### src/rtl/gesture_path_gen_if.sv
`default_nettype none
// ============================================================================
// Module      : gesture_path_gen_if
// Description : Control and coordinate bundle between a path requester and
//               the synthetic hand-trajectory generator.
// Revision    : 1.0 - initial release
// ============================================================================
interface gesture_path_gen_if;
  logic        start;
  logic [1:0]  mode;
  logic        abort;
  logic [15:0] x1;
  logic [15:0] y1;
  logic [15:0] x2;
  logic [15:0] y2;
  logic        busy;
  logic        done;
  logic [2:0]  waypoint;

  // Requester side: issues start/abort, consumes the trajectory
  modport master (
    output start, mode, abort,
    input  x1, y1, x2, y2, busy, done, waypoint
  );

  // Generator side
  modport slave (
    input  start, mode, abort,
    output x1, y1, x2, y2, busy, done, waypoint
  );
endinterface
`default_nettype wire

### src/rtl/gesture_path_gen.sv
`default_nettype none
// ============================================================================
// Module      : gesture_path_gen
// Description : Plays a scripted two-hand path across the five vertical
//               screen strips, holding each waypoint for DWELL cycles.
// Revision    : 1.0 - initial release
// ============================================================================
module gesture_path_gen #(
  parameter int MAX_X = 15,
  parameter int MAX_Y = 15,
  parameter int DWELL = 4
) (
  input wire logic           clock,
  input wire logic           reset,
  gesture_path_gen_if.slave  bus
);

  // Strip centres and the two vertical levels, all from integer division
  localparam logic [15:0] c_X0     = 16'((1 * MAX_X) / 10);
  localparam logic [15:0] c_X1     = 16'((3 * MAX_X) / 10);
  localparam logic [15:0] c_X2     = 16'((5 * MAX_X) / 10);
  localparam logic [15:0] c_X3     = 16'((7 * MAX_X) / 10);
  localparam logic [15:0] c_X4     = 16'((9 * MAX_X) / 10);
  localparam logic [15:0] c_Y_LOW  = 16'((5 * MAX_Y) / 6);
  localparam logic [15:0] c_Y_REST = 16'(MAX_Y / 3);
  localparam logic [15:0] c_DWELL_LAST = 16'(DWELL - 1);
  localparam logic [2:0]  c_WP_LAST    = 3'd4;

  typedef enum logic [1:0] {
    S_IDLE   = 2'd0,
    S_PLAY   = 2'd1,
    S_FINISH = 2'd2
  } state_t;

  state_t      r_state;
  state_t      w_state_nxt;
  logic [15:0] r_cnt;
  logic [15:0] w_cnt_nxt;
  logic [2:0]  r_wp;
  logic [2:0]  w_wp_nxt;
  logic [1:0]  r_mode;
  logic [1:0]  w_mode_nxt;

  logic [15:0] w_left_x;
  logic [15:0] w_right_x;
  logic [15:0] w_x1_nxt;
  logic [15:0] w_y1_nxt;
  logic [15:0] w_x2_nxt;
  logic [15:0] w_y2_nxt;

  logic [15:0] r_x1;
  logic [15:0] r_y1;
  logic [15:0] r_x2;
  logic [15:0] r_y2;
  logic        r_busy;
  logic        r_done;
  logic [2:0]  r_waypoint;

  // Next-state logic: dwell counting, waypoint advance, abort and start handling
  always_comb begin
    w_state_nxt = r_state;
    w_cnt_nxt   = r_cnt;
    w_wp_nxt    = r_wp;
    w_mode_nxt  = r_mode;
    case (r_state)
      S_IDLE: begin
        // start takes priority over abort here; abort has no meaning when idle
        if (bus.start) begin
          w_state_nxt = S_PLAY;
          w_cnt_nxt   = 16'd0;
          w_wp_nxt    = 3'd0;
          w_mode_nxt  = bus.mode;
        end
      end
      S_PLAY: begin
        if (bus.abort) begin
          w_state_nxt = S_IDLE;
          w_cnt_nxt   = 16'd0;
          w_wp_nxt    = 3'd0;
        end else if (r_cnt == c_DWELL_LAST) begin
          w_cnt_nxt = 16'd0;
          if (r_wp == c_WP_LAST) begin
            w_state_nxt = S_FINISH;
            w_wp_nxt    = 3'd0;
          end else begin
            w_wp_nxt = r_wp + 3'd1;
          end
        end else begin
          w_cnt_nxt = r_cnt + 16'd1;
        end
      end
      S_FINISH: begin
        // start arriving in this cycle is deliberately dropped
        w_state_nxt = S_IDLE;
      end
      default: begin
        w_state_nxt = S_IDLE;
        w_cnt_nxt   = 16'd0;
        w_wp_nxt    = 3'd0;
      end
    endcase
  end

  // Coordinates for the upcoming cycle, so the registered outputs line up with the state
  always_comb begin
    w_left_x  = c_X2;
    w_right_x = c_X2;
    case (w_wp_nxt)
      3'd1, 3'd3: begin
        w_left_x  = c_X1;
        w_right_x = c_X3;
      end
      3'd2: begin
        w_left_x  = c_X0;
        w_right_x = c_X4;
      end
      default: begin
        w_left_x  = c_X2;
        w_right_x = c_X2;
      end
    endcase

    w_x1_nxt = c_X2;
    w_y1_nxt = c_Y_REST;
    w_x2_nxt = c_X2;
    w_y2_nxt = c_Y_REST;
    if (w_state_nxt == S_PLAY) begin
      case (w_mode_nxt)
        2'b00: begin
          w_x1_nxt = w_left_x;
          w_y1_nxt = c_Y_LOW;
          w_x2_nxt = w_right_x;
          w_y2_nxt = c_Y_LOW;
        end
        2'b01: begin
          w_x1_nxt = w_left_x;
          w_y1_nxt = c_Y_LOW;
        end
        2'b10: begin
          w_x2_nxt = w_right_x;
          w_y2_nxt = c_Y_LOW;
        end
        default: begin
          // static pose: both hands lowered at the centre strip
          w_y1_nxt = c_Y_LOW;
          w_y2_nxt = c_Y_LOW;
        end
      endcase
    end
  end

  // State and registered outputs; reset returns everything to the rest pose
  always_ff @(posedge clock) begin
    if (reset) begin
      r_state    <= S_IDLE;
      r_cnt      <= 16'd0;
      r_wp       <= 3'd0;
      r_mode     <= 2'b00;
      r_x1       <= c_X2;
      r_y1       <= c_Y_REST;
      r_x2       <= c_X2;
      r_y2       <= c_Y_REST;
      r_busy     <= 1'b0;
      r_done     <= 1'b0;
      r_waypoint <= 3'd0;
    end else begin
      r_state    <= w_state_nxt;
      r_cnt      <= w_cnt_nxt;
      r_wp       <= w_wp_nxt;
      r_mode     <= w_mode_nxt;
      r_x1       <= w_x1_nxt;
      r_y1       <= w_y1_nxt;
      r_x2       <= w_x2_nxt;
      r_y2       <= w_y2_nxt;
      r_busy     <= (w_state_nxt == S_PLAY);
      r_done     <= (w_state_nxt == S_FINISH);
      r_waypoint <= (w_state_nxt == S_PLAY) ? w_wp_nxt : 3'd0;
    end
  end

  assign bus.x1       = r_x1;
  assign bus.y1       = r_y1;
  assign bus.x2       = r_x2;
  assign bus.y2       = r_y2;
  assign bus.busy     = r_busy;
  assign bus.done     = r_done;
  assign bus.waypoint = r_waypoint;

endmodule
`default_nettype wire

### src/flat_wrapper.sv
// flat-port wrapper written by rule: the top's interface ports become plain ports
module gesture_path_gen_flat 
#(
  parameter int MAX_X = 15,
  parameter int MAX_Y = 15,
  parameter int DWELL = 4
)
  (clock, reset, bus_start, bus_mode, bus_abort, bus_x1, bus_y1, bus_x2, bus_y2, bus_busy, bus_done, bus_waypoint);
  gesture_path_gen_if bus_i ();
  input wire logic clock;
  input wire logic reset;
  input wire logic [$bits(bus_i.start)-1:0] bus_start;
  input wire logic [$bits(bus_i.mode)-1:0] bus_mode;
  input wire logic [$bits(bus_i.abort)-1:0] bus_abort;
  output wire logic [$bits(bus_i.x1)-1:0] bus_x1;
  output wire logic [$bits(bus_i.y1)-1:0] bus_y1;
  output wire logic [$bits(bus_i.x2)-1:0] bus_x2;
  output wire logic [$bits(bus_i.y2)-1:0] bus_y2;
  output wire logic [$bits(bus_i.busy)-1:0] bus_busy;
  output wire logic [$bits(bus_i.done)-1:0] bus_done;
  output wire logic [$bits(bus_i.waypoint)-1:0] bus_waypoint;
  assign bus_i.start = bus_start;
  assign bus_i.mode = bus_mode;
  assign bus_i.abort = bus_abort;
  assign bus_x1 = bus_i.x1;
  assign bus_y1 = bus_i.y1;
  assign bus_x2 = bus_i.x2;
  assign bus_y2 = bus_i.y2;
  assign bus_busy = bus_i.busy;
  assign bus_done = bus_i.done;
  assign bus_waypoint = bus_i.waypoint;
  gesture_path_gen #(.MAX_X(MAX_X), .MAX_Y(MAX_Y), .DWELL(DWELL)) u_core (.clock(clock), .reset(reset), .bus(bus_i));
endmodule
### config.mk
export PLATFORM = sky130hd
export DESIGN_NAME = gesture_path_gen_flat
export DESIGN_NICKNAME = d
export VERILOG_FILES = /design/src/rtl/gesture_path_gen_if.sv /design/src/rtl/gesture_path_gen.sv /design/src/flat_wrapper.sv
export SDC_FILE = /design/constraint.sdc
export NUM_CORES = 1
export LEC_CHECK = 0
export ABC_AREA = 1
export CAP_MARGIN = 5
export CORE_UTILIZATION = 45
export DETAILED_ROUTE_END_ITERATION = 6
export GPL_TIMING_DRIVEN = 0
export PLACE_DENSITY = 0.8
export SLEW_MARGIN = 10
export SYNTH_ARGS = -nofsm -noshare
export SYNTH_HDL_FRONTEND = slang
export SYNTH_SLANG_ARGS = --single-unit
### constraint.sdc
create_clock -name clock -period 2.6 [get_ports clock]
set_input_delay 0.78 -clock clock [delete_from_list [all_inputs] [get_ports clock]]
set_output_delay 0.78 -clock clock [all_outputs]
set_load 0.02 [all_outputs]
Word level (Yosys, flattened, before mapping) --
Index checks and enable logic that the tools add are counted.
Word-level totals: register bits 92, input port bits 6, output and inout bits 69, logic and storage cells 58
Cells by class: add/sub/neg operators 2, equal/unequal tests 12, muxes and demuxes 20, bitwise logic cells 4, reductions and logical operators 9
Operators with widths (number):
- 16-bit two-way mux | 3
- 16-bit one-hot mux with 3 select lines | 1
- 16-bit by 1-bit adder with 16-bit output, second input constant | 1
- 16-bit by 2-bit == test with 1-bit output, second input constant | 1
- 2-bit two-way mux | 6
- 3-bit two-way mux | 4
- 3-bit one-hot mux with 3 select lines | 1
- 4-bit two-way mux | 2
- 4-bit one-hot mux with 2 select lines | 1
- 2-bit OR reduction | 4
- 2-bit by 1-bit == test with 1-bit output, second input constant | 3
- 2-bit == test, second input constant | 3
- 3-bit by 2-bit == test with 1-bit output, second input constant | 2
- 3-bit one-hot mux with 2 select lines | 1
- 3-bit OR reduction | 2
- 2-bit logical NOT | 2
- 1-bit inverter | 4
- 2-bit one-hot mux with 2 select lines | 1
- 3-bit by 1-bit adder with 3-bit output, second input constant | 1
- 3-bit by 1-bit == test with 1-bit output, second input constant | 1
- 3-bit == test, second input constant | 1
- 2-bit != test, second input constant | 1
- 2-bit AND reduction | 1

Depth between registers and ports, before layout --
Gate-level depths: netlist of run 1.
depth after elaboration 8, depth in mapped cells 12, depth with buffers taken out 12

Worst setup path after synthesis of run 1 --
Ideal clock, no wire load.
path kind in2reg, from input bus_abort, to register u_core.r_x2[2], in the netlist u_core.bus.x2[2], setup time 116 ps, arrival time 1572 ps, slack 913 ps, stages 8, buffers on the path 0, cell sequence nor3_4 > inv_2 > nor2_2 > nand3_2 > nand2_4 > nand2_1 > inv_2 > nand2_2
On the way: word-level cells in the longest chain between the ends 5
Ends and longest elaborated chain:
- start, declared | RTL line flat_wrapper.sv:14 | input wire logic [$bits(bus_i.abort)-1:0] bus_abort;
- 3-bit two-way mux or 2-bit two-way mux (tied branches) | RTL line gesture_path_gen.sv:76 | if (bus.abort) begin
- 3-bit one-hot mux with 3 select lines or 2-bit one-hot mux with 2 select lines (tied branches) | RTL line gesture_path_gen.sv:65 | case (r_state)
- 3-bit by 1-bit == test with 1-bit output (tied with other cells) | RTL line gesture_path_gen.sv:108 | case (w_wp_nxt)
- 2-bit OR reduction or 1-bit inverter (tied branches)
- 4-bit one-hot mux with 2 select lines or 3-bit OR reduction (tied branches)
- end signal, assigned | RTL line gesture_path_gen.sv:173 | r_x2 <= w_x2_nxt;
- end, declared | RTL line gesture_path_gen.sv:53 | logic [15:0] r_x2;
Several ways; a longest one is shown, not always the timed one. A chain may end at the register's enable or synchronous reset.

Worst setup path in the final report of run 1 --
from register u_core.r_x2[2], in the netlist u_core.bus.x2[2], to output bus_x2[2]
RTL lines:
- end, declared | RTL line flat_wrapper.sv:17 | output wire logic [$bits(bus_i.x2)-1:0] bus_x2;
No word-level cell between the ends.

==> results of run 1 <==
-- where the power goes --
| group | leakage (nW) | switching (mW) | total (mW) | internal (mW) |
|---|---|---|---|---|
| clock | 0.0472 | 0.210 | 0.423 | 0.213 |
| sequential | 0.308 | 0.00520 | 0.601 | 0.596 |
| combinational | 0.955 | 0.151 | 0.247 | 0.0962 |
| total | 1.31 | 0.366 | 1.27 | 0.905 |
-- routing by layer --
metal | share of wire [%] | GRT usage, % | vias up | wire length (um)
met5 | 0 | 0 | - | 0
li1 | - | - | 920 | -
met1 | 44 | 19.7 | 747 | 1720
met3 | 6.4 | 3.99 | 9 | 250
met4 | 1.9 | 7.11 | 0 | 75
met2 | 47 | 27.5 | 60 | 1850
-- area by class of cell --
class	count	area (um^2)	share of cell area (%)
buffer	56	414	15.3
clock buffer	6	82.6	3.05
clock inverter	2	12.5	0.461
inverter	33	124	4.57
multi-input combinational	202	1040	38.4
sequential	38	761	28.1
tap	52	65.1	2.40
timing repair buffer	21	210	7.75
-- cells by family (layout without fill, tap and decap cells) --
kind of cell | count (synthesis) | after routing | share of synthesized area [%]
AO/OA/AOI/OAI | 29 | 29 | 8.38
XOR/XNOR | 2 | 2 | 0.815
adder cells (fa/ha/maj) | 3 | 3 | 1.75
buffers and inverters | 89 | 118 | 25.0
flip-flops | 38 | 38 | 35.4
other | 2 | 53 | 0.349
AND/OR/NAND/NOR | 115 | 115 | 28.3
-- cells in the mapped netlist (2+ instances only) --
master and instances:
sky130_fd_sc_hd__nand2_2 9, sky130_fd_sc_hd__nor2_4 5, sky130_fd_sc_hd__and3_1 2, sky130_fd_sc_hd__inv_2 9, sky130_fd_sc_hd__nor4_1 3, sky130_fd_sc_hd__xor2_1 2, sky130_fd_sc_hd__nor2_2 8, sky130_fd_sc_hd__buf_4 54
sky130_fd_sc_hd__o211ai_1 3, sky130_fd_sc_hd__nand2_4 4, sky130_fd_sc_hd__nor3_1 7, sky130_fd_sc_hd__o21ai_2 3, sky130_fd_sc_hd__nor2_1 23, sky130_fd_sc_hd__nand3_2 2, sky130_fd_sc_hd__nand4_1 2, sky130_fd_sc_hd__ha_1 3
sky130_fd_sc_hd__o21ai_0 5, sky130_fd_sc_hd__nand2_1 40, sky130_fd_sc_hd__nand3_1 6, sky130_fd_sc_hd__a21oi_1 11, sky130_fd_sc_hd__inv_1 24, sky130_fd_sc_hd__or2_1 2, sky130_fd_sc_hd__conb_1 2, sky130_fd_sc_hd__dfxtp_1 38
-- worst max-delay path, delay by kind of cell, from the launching register on --
family / cells / cell delay (ns)
flops: 1 / 0.33
buf+inv: 2 / 0.69
-- placed cells by master, fill, tap and decap left out, drive strengths merged, types with 2 or more instances in the layout --
master	n
a21oi	12
xor2	2
o21ai	9
and3	2
clkdlybuf4s50	21
nand2	53
nand4	2
o211ai	3
inv	33
buf	55
or2	3
nor3	8
conb	53
clkbuf	7
nand3	8
nor2	36
ha	3
dfxtp	38
nor4	3
-- per-stage QoR --
| step | utilization [%] | hold slack [ns] | area (um^2) | cells |
|---|---|---|---|---|
| after global routing | 60.6 | 0.524 | 2710 | 410 |
| after CTS | 60.6 | 0.496 | 2710 | 410 |
| final | 60.6 | 0.493 | 2710 | 410 |
| after detailed placement | 58.5 | 0.486 | 2620 | 402 |
| after global placement | 58.5 | 0.478 | 2620 | 402 |
| after floorplan | - | 0.466 | 2340 | 329 |
-- state kept, by name, summed over array words and instances, names as in the netlist, 2 cells and up --
signal / count
u_core.r_cnt: 16
u_core.r_mode: 2
u_core.bus.y1: 2
u_core.r_wp: 3
u_core.bus.x2: 3
u_core.bus.x1: 3
u_core.r_state: 2
u_core.bus.y2: 2
u_core.bus.waypoint: 3
-- path summary, 6_finish.rpt --
check	start	endpoint	depth (start not counted)
max	u_core.bus.x2[2]	bus_x2[2]	2
min	u_core.r_cnt[13]	u_core.r_cnt[13]	2
max reg2reg	u_core.r_cnt[0]	u_core.r_cnt[10]	7
min reg2reg	u_core.r_cnt[13]	u_core.r_cnt[13]	2
==> results.toml, run 1 <==
[run_status]
status = "finished, violations left"
failed_checks = "DRC"

[place]
placement.setup.worst_slack_ns = 0.249
hpwlAfterDp_um = 2990
finalWeightedCongestion = 0.820
placement.io_buffers = 21

[floorplan]
boundaryPins = 75
fp.dieArea_um2 = 5060
initial_core_utilization_pct = 48.0
die_h_um = 71.1
die_width_um = 71.1
floorplan.rows = 24
coreArea_um2 = 4470

[cts]
clock_sink_count = 38
clk_latency_ns = 0.29
post_cts.repair.setup_buffers = 0
h-tree-depth = 2
path_clk_slew_ns = 0.08
cts_hold_repair.buffers = 0
tritoncts_clock_tree = "done"
ctsResizeCount = 0
cts-buffers-inserted = 5
cts.path.max_buffers = 2
clock_tree.root_cell = "sky130_fd_sc_hd__clkbuf_8"

[power]
cellPowerDensity_nw_per_um2 = 469
total_power_mw = 1.27
max-vdd-ir-drop_mv = 0.334
leakagePower_nw = 1.31

[worst_setup_path]
worst-setup-path-type = "flip-flop to primary output"
worstPathRequired_ns = 1.82
crit_path_top_delay_cell = "sky130_fd_sc_hd__clkdlybuf4s50_1"
critPathLaunchType = "flip-flop"
cp_max_fo = 2
path_cells = "buf_4 -> clkdlybuf4s50_1"
worstPathArrival_ns = 1.31
worstSetupEndpointType = "primary output"
critical_path.max_stage_delay_ns = 0.59
ff2ff_setup_slack_ns = 0.98

[global_route]
number_of_antenna_violations_at_the_first_check_in_global_routing = 0
maximum_number_of_pins_on_one_net_before_global_route_repair = 13
via_count_of_the_first_global_routing_pass = 1518
total_routing_usage_gr_pct = 16.3
grt.overflow.total = 0
grt_first_pass_wirelength_um = 6400

[sta]
rsz0062_at_grt = "no"
final-setup-viol-count = 0
report.final.slew_viol_count = 0
period_minus_slack_ns = 2.09
totalNegativeSetupSlack_ns = 0
clock-skew-final_ns = 0.00857
timing_hold_violations_final = 0
timing.final.crit_share_pct = 80.4
fmaxAchievable_ghz = 0.478
post-route-worst-setup-slack_ns = 0.509

[logic_synthesis]
post_synth_inst_count = 278
seq_area_frac_synth_pct = 35.4
yosysTopAreaCell = "sky130_fd_sc_hd__dfxtp_1"
avgSynthCellArea_um2 = 7.73
synth.cell_area_um2 = 2150
ys.flop_type = "sky130_fd_sc_hd__dfxtp_1"
synth.distinct_cells = 35
synth.yosys.warnings = 0
netlist_top_cells_area = "sky130_fd_sc_hd__dfxtp_1, sky130_fd_sc_hd__buf_4, sky130_fd_sc_hd__nand2_1, sky130_fd_sc_hd__inv_1, sky130_fd_sc_hd__nor2_1"
ys_ff_latch = 38
post-synth-top-area-fraction_pct = 35.4
synth_enable_flop_cells = 0
async_s_r_ff_share_synth_pct = 0

[routing]
drt-wirelength-per-cell_um = 9.50
dr_total_vias = 1736
initialDrtViolationCount = 111
routed_wirelength_um = 3890
detail_route.first_pass.iterations = 7
route.detailed.vias_per_inst = 4.23
antenna_violating_nets_post_route = 0
drc_errors = 5

[layout]
layout-drive-gt1-share_pct = 29.6
final_net_count = 366
area.growth.synth_to_final_pct = 26.1
fillerInstances = 408
antenna_cells = 0

[min_path]
worst_hold_path_type = "flip-flop to flip-flop"

[flow_run]
timing.max_cap.violations = 0
No activity file was read; power rests on OpenSTA's default activity.
==> inputs of run 2 (changes only) <==
Settings changed: CORE_UTILIZATION 45 to 41, PLACE_DENSITY 0.8 to 0.77.
Clock period 2.6 ns to 1.9 ns, I/O delays scaled along.
==> run 2 against run 1 <==
Against the previous run:
- the flow now finishes without violations
- power rose by 46%
- via count increased by 1.3%
- count of clock-buffer cells in the layout is 1 lower
- global-route usage down 2.1 points
- largest cell class unchanged
==> results.toml, run 2 (synthesized netlist as in run 1, its figures left out) <==
[cts]
clock_sink_count = 38
clock_tree.root_cell = "sky130_fd_sc_hd__clkbuf_8"
cts-buffers-inserted = 5
cts.path.max_buffers = 2
path_clk_slew_ns = 0.08
tritoncts_clock_tree = "done"
clk_latency_ns = 0.29
cts_hold_repair.buffers = 0
h-tree-depth = 2

[run_status]
status = "completed"

[floorplan]
boundaryPins = 75
fp.dieArea_um2 = 5540
coreArea_um2 = 4880
initial_core_utilization_pct = 44.1
floorplan.rows = 25
die_width_um = 74.4
die_h_um = 74.4

[sta]
fmaxAchievable_ghz = 0.556
timing_hold_violations_final = 0
final-setup-viol-count = 0
report.final.slew_viol_count = 0
post-route-worst-setup-slack_ns = 0.101
timing.final.crit_share_pct = 94.7
rsz0062_at_grt = "no"
period_minus_slack_ns = 1.80
tightestPinTransition_ns = 0.523
clock-skew-final_ns = 0.00551
worst_slew_margin_rel_pct = 65.1

[layout]
layout.cells.most_common_list = "sky130_fd_sc_hd__buf_4, sky130_fd_sc_hd__conb_1, sky130_fd_sc_hd__nand2_1, sky130_fd_sc_hd__dfxtp_1, sky130_fd_sc_hd__inv_1"
final_net_count = 366
area.growth.synth_to_final_pct = 28.3
non_filler_instance_count_after_layout = 425
layout-drive-gt1-share_pct = 29.9
regMostFlops = "u_core.r_cnt"
final_common_cell = "sky130_fd_sc_hd__buf_4"
layout.core_utilization_pct = 56.5
layout.cell_area.non_filler_um2 = 2760
antenna_cells = 0
largest_register_ffs = 16
fillerInstances = 454

[power]
power.share.combinational_pct = 18.4
leakagePower_nw = 1.31
max-vdd-ir-drop_mv = 0.507
cellPowerDensity_nw_per_um2 = 673
seq_power_share_pct = 44.3
power.internal_mw = 1.34
p_sw_mw = 0.519
power.clock.fraction_pct = 37.3
power_switching_share_pct = 27.9

[place]
placement.io_buffers = 21
dp.cells = 417
finalWeightedCongestion = 0.831
placement.setup.worst_slack_ns = -0.316
dpl-instance-area_um2 = 2640
hpwlAfterDp_um = 3060

[worst_setup_path]
ff2ff_setup_slack_ns = 0.25
crit_buf_inv = 1
worstPathArrival_ns = 1.23
critPathLaunchType = "flip-flop"
worstSetupEndpointType = "primary output"
regToRegEndpoint = "u_core.r_cnt[10]"
path_cells = "clkdlybuf4s50_1"
timing.rr.start = "u_core.r_cnt[0]"
worstPathRequired_ns = 1.33
cp_max_fo = 2
critical_path.max_stage_delay_ns = 0.60
worst-r2r-cell-count = 7
critical_path.top_delay_family = "buffers and inverters"
worst-setup-path-type = "flip-flop to primary output"
crit_path_top_delay_cell = "sky130_fd_sc_hd__clkdlybuf4s50_1"

[routing]
initialDrtViolationCount = 103
antenna_violating_nets_post_route = 0
drt-wirelength-per-cell_um = 9.14
route.detailed.vias_per_inst = 4.14
detail_route.first_pass.iterations = 4
routed_wirelength_um = 3890
drc_errors = 0
dr_total_vias = 1759

[min_path]
worst_hold_path_type = "flip-flop to flip-flop"
whs_path_depth = 2
min_from = "u_core.r_cnt[13]"
holdPathEnd = "u_core.r_cnt[13]"

[global_route]
maximum_number_of_pins_on_one_net_before_global_route_repair = 14
grt_first_pass_wirelength_um = 5980
via_count_of_the_first_global_routing_pass = 1416
grt.overflow.total = 0
number_of_antenna_violations_at_the_first_check_in_global_routing = 0
total_routing_usage_gr_pct = 14.1

[flow_run]
timing.max_cap.violations = 0
run 2: cell types whose count changed in the layout (fill, tap and decap cells not counted), sizes merged:
cell,previous run,this run
clkbuf,7,6
clkinvlp,1,2
clkinv,1,0
dlymetal6s2s,0,1
clkdlybuf4s50,21,20
bufinv,0,1
run 2: per-layer routing:
metal | routed length [um] | vias to the layer above | global-route usage (%) | share of wire [%]
met5 | 0 | - | 0 | 0
met4 | 69 | 0 | 5.66 | 1.8
met2 | 1870 | 63 | 24.7 | 48
met3 | 270 | 7 | 2.98 | 6.9
met1 | 1680 | 770 | 16.8 | 43
li1 | - | 919 | - | -
run 2: area by class of cell:
cell class                 count  area (um^2)  share of cell area [%]
buffer                        56          414                    15.0
clock buffer                   5         68.8                    2.49
clock inverter                 3         45.0                    1.63
inverter                      33          124                    4.49
multi-input combinational    202         1050                    38.0
sequential                    38          761                    27.6
tap                           67         83.8                    3.04
timing repair buffer          21          213                    7.71
run 2: how the worst max path moves through the flow:
stage,to,depth (start not counted),slack [ns],from
2_1_floorplan,u_core.bus.x2[2],8,0.42,bus_abort
3_3_place_gp,u_core.bus.x1[1],8,-0.24,bus_start
3_5_place_dp,u_core.bus.x1[1],8,-0.32,bus_start
4_1_cts,bus_x2[2],2,0.0009,u_core.bus.x2[2]
5_1_grt,u_core.r_cnt[15],8,0.01,bus_start
6_report,bus_x2[0],1,0.10,u_core.bus.x2[2]
run 2: repair_timing:
action | CTS | global route
endpoints found under the setup margin | 1 | 2
endpoints found under the hold margin | 0 | 0
pin swaps | 0 | 0
gates resized for setup | 1 | 2
setup buffers | 0 | 0
run 2: stage by stage:
stage               TNS [ns]  total power, mW  hold slack (ns)
finish                     0             1.86            0.489
global route               0             1.92            0.522
CTS                        0             1.86            0.497
detailed placement     -4.34             1.18            0.487
global placement       -3.38             1.17            0.478
floorplan                  0             1.12            0.466
run 2: power groups by stage:
stage | Clock [mW] | Sequential [mW] | Combinational (mW)
final | 0.693 | 0.823 | 0.341
after global routing | 0.725 | 0.825 | 0.367
after CTS | 0.699 | 0.823 | 0.337
after detailed placement | 0 | 0.841 | 0.336
after global placement | 0 | 0.840 | 0.331
after floorplan | 0 | 0.855 | 0.265
==> inputs of run 3 (changes only) <==
Settings changed: CAP_MARGIN 5 to 20, SETUP_SLACK_MARGIN set to 0.4.
==> run 3 against run 2 <==
Against the previous run:
- worst hold slack about the same
- critical path depth grew 9
- cell count up 2.8%
- non-clock buffer count is 12 higher
- setup slack better by 0.30 ns
- clock power decreased by 0.6%
- critical path type is now flip-flop to flip-flop
- sequential share of layout area is 1.3 points lower
- critical endpoint is now u_core.bus.x2[1]
- global-route usage increased by 1.2 points
==> results.toml, run 3 (synthesized netlist as in run 1, its figures left out) <==
[run_status]
status = "completed"

[worst_setup_path]
ff2ff_setup_slack_ns = 0.40
regToRegEndpoint = "u_core.bus.x2[1]"
worstPathArrival_ns = 1.68
critPathLaunchType = "flip-flop"
worst-r2r-cell-count = 10
worstPathRequired_ns = 2.08
cp_max_fo = 5
timing.rr.start = "u_core.r_cnt[1]"
worst-setup-path-type = "flip-flop to flip-flop"
worstSetupEndpointType = "flip-flop"

[global_route]
maximum_number_of_pins_on_one_net_before_global_route_repair = 14
grt_first_pass_wirelength_um = 6450
number_of_antenna_violations_at_the_first_check_in_global_routing = 0
via_count_of_the_first_global_routing_pass = 1504
total_routing_usage_gr_pct = 15.4
grt.overflow.total = 0

[cts]
cts.path.max_buffers = 2
clk_latency_ns = 0.29
clock_tree.root_cell = "sky130_fd_sc_hd__clkbuf_8"
tritoncts_clock_tree = "done"
clock_sink_count = 38
path_clk_slew_ns = 0.08
cts-buffers-inserted = 5
h-tree-depth = 2

[sta]
worst_hold_slack_ns = 0.490
final-setup-viol-count = 0
timing.final.crit_share_pct = 78.7
totalNegativeSetupSlack_ns = 0
rsz0062_at_grt = "yes"
period_minus_slack_ns = 1.50
fmaxAchievable_ghz = 0.669
timing_hold_violations_final = 0
report.final.slew_viol_count = 0
clock-skew-final_ns = 0.00902

[place]
placement.io_buffers = 21
finalWeightedCongestion = 0.831
hpwlAfterDp_um = 3060
dpl-instance-area_um2 = 2640

[layout]
regMostFlops = "u_core.r_cnt"
antenna_cells = 0
layout.cells.most_common_list = "sky130_fd_sc_hd__buf_4, sky130_fd_sc_hd__conb_1, sky130_fd_sc_hd__nand2_1, sky130_fd_sc_hd__dfxtp_1, sky130_fd_sc_hd__nor2_1"
area.growth.synth_to_final_pct = 36.7
largest_register_ffs = 16
final_net_count = 378
layout-drive-gt1-share_pct = 43.2
final_common_cell = "sky130_fd_sc_hd__buf_4"
layout.cell_area.non_filler_um2 = 2940

[floorplan]
die_h_um = 74.4
coreArea_um2 = 4880
floorplan.rows = 25
initial_core_utilization_pct = 44.1
boundaryPins = 75
fp.dieArea_um2 = 5540
die_width_um = 74.4

[min_path]
min_from = "u_core.r_cnt[13]"
worst_hold_path_type = "flip-flop to flip-flop"
holdPathEnd = "u_core.r_cnt[13]"
whs_path_depth = 2

[flow_run]
timing.max_cap.violations = 0

[power]
cellPowerDensity_nw_per_um2 = 648
leakagePower_nw = 1.41
max-vdd-ir-drop_mv = 0.504

[routing]
initialDrtViolationCount = 82
drc_errors = 0
dr_total_vias = 1816
route.detailed.vias_per_inst = 4.16
routed_wirelength_um = 4400
antenna_violating_nets_post_route = 0
detail_route.first_pass.iterations = 5
drt-wirelength-per-cell_um = 10.1
==> run 3: routing by layer <==
layer	share of wire [%]	wire length, um	GRT usage, %	vias up
met1	42	1830	18.1	797
met3	5.3	235	2.98	9
met4	2.2	95	6.50	0
li1	-	-	-	947
met5	0	0	0	-
met2	51	2240	27.2	63
==> run 3: worst max-delay path by stage <==
stage                            from  depth (start not counted)          endpoint  slack, ns
2_1_floorplan               bus_abort                          8  u_core.bus.x2[2]       0.42
3_3_place_gp                bus_start                          8  u_core.bus.x1[1]      -0.24
3_5_place_dp                bus_start                          8  u_core.bus.x1[1]      -0.32
4_1_cts        u_core.bus.waypoint[1]                          1   bus_waypoint[1]       0.40
5_1_grt               u_core.r_cnt[9]                         11  u_core.bus.x2[3]       0.31
6_report              u_core.r_cnt[1]                         10  u_core.bus.x2[1]       0.40
==> run 3: cell type report <==
type	count	area (um^2)
fill	416	1940
multi-input combinational	202	1170
sequential	38	772
buffer	56	422
timing repair buffer	33	241
inverter	33	130
tap	67	83.8
clock buffer	5	68.8
clock inverter	3	45.0
==> run 3: through the flow <==
stage                     worst slack [ns]  power, mW  cells  utilization, %
after floorplan                      0.423       1.12    329               -
after global placement              -0.235       1.17    417            54.0
after detailed placement            -0.316       1.18    417            54.0
after CTS                            0.401       1.88    434            58.7
after global routing                 0.313       1.97    437            60.2
final                                0.405       1.90    437            60.2
==> run 3: power breakdown <==
part | switching [mW] | internal (mW)
sequential | 0.00905 | 0.816
combinational | 0.235 | 0.155
clock | 0.298 | 0.391
total | 0.542 | 1.36
==> run 3: repair_timing <==
item                       4_1_cts  5_1_grt
cloned                           0        0
resized for setup               54       46
setup endpoints to repair       51       40
hold buffers                     0        0
setup buffers                    9        3
pin swaps                       10       18
==> run 3: worst max-delay path, cell delays in order (launching register included) <==
cell and delay (ns):
sky130_fd_sc_hd__dfxtp_4 0.37, sky130_fd_sc_hd__ha_4 0.14, sky130_fd_sc_hd__nand2_1 0.09, sky130_fd_sc_hd__nor2_4 0.16, sky130_fd_sc_hd__nand2_4 0.10, sky130_fd_sc_hd__nand2_8 0.10, sky130_fd_sc_hd__nand2_2 0.08, sky130_fd_sc_hd__nand2_2 0.08
sky130_fd_sc_hd__nand2_4 0.07, sky130_fd_sc_hd__nor2_4 0.11, sky130_fd_sc_hd__nand3_2 0.07
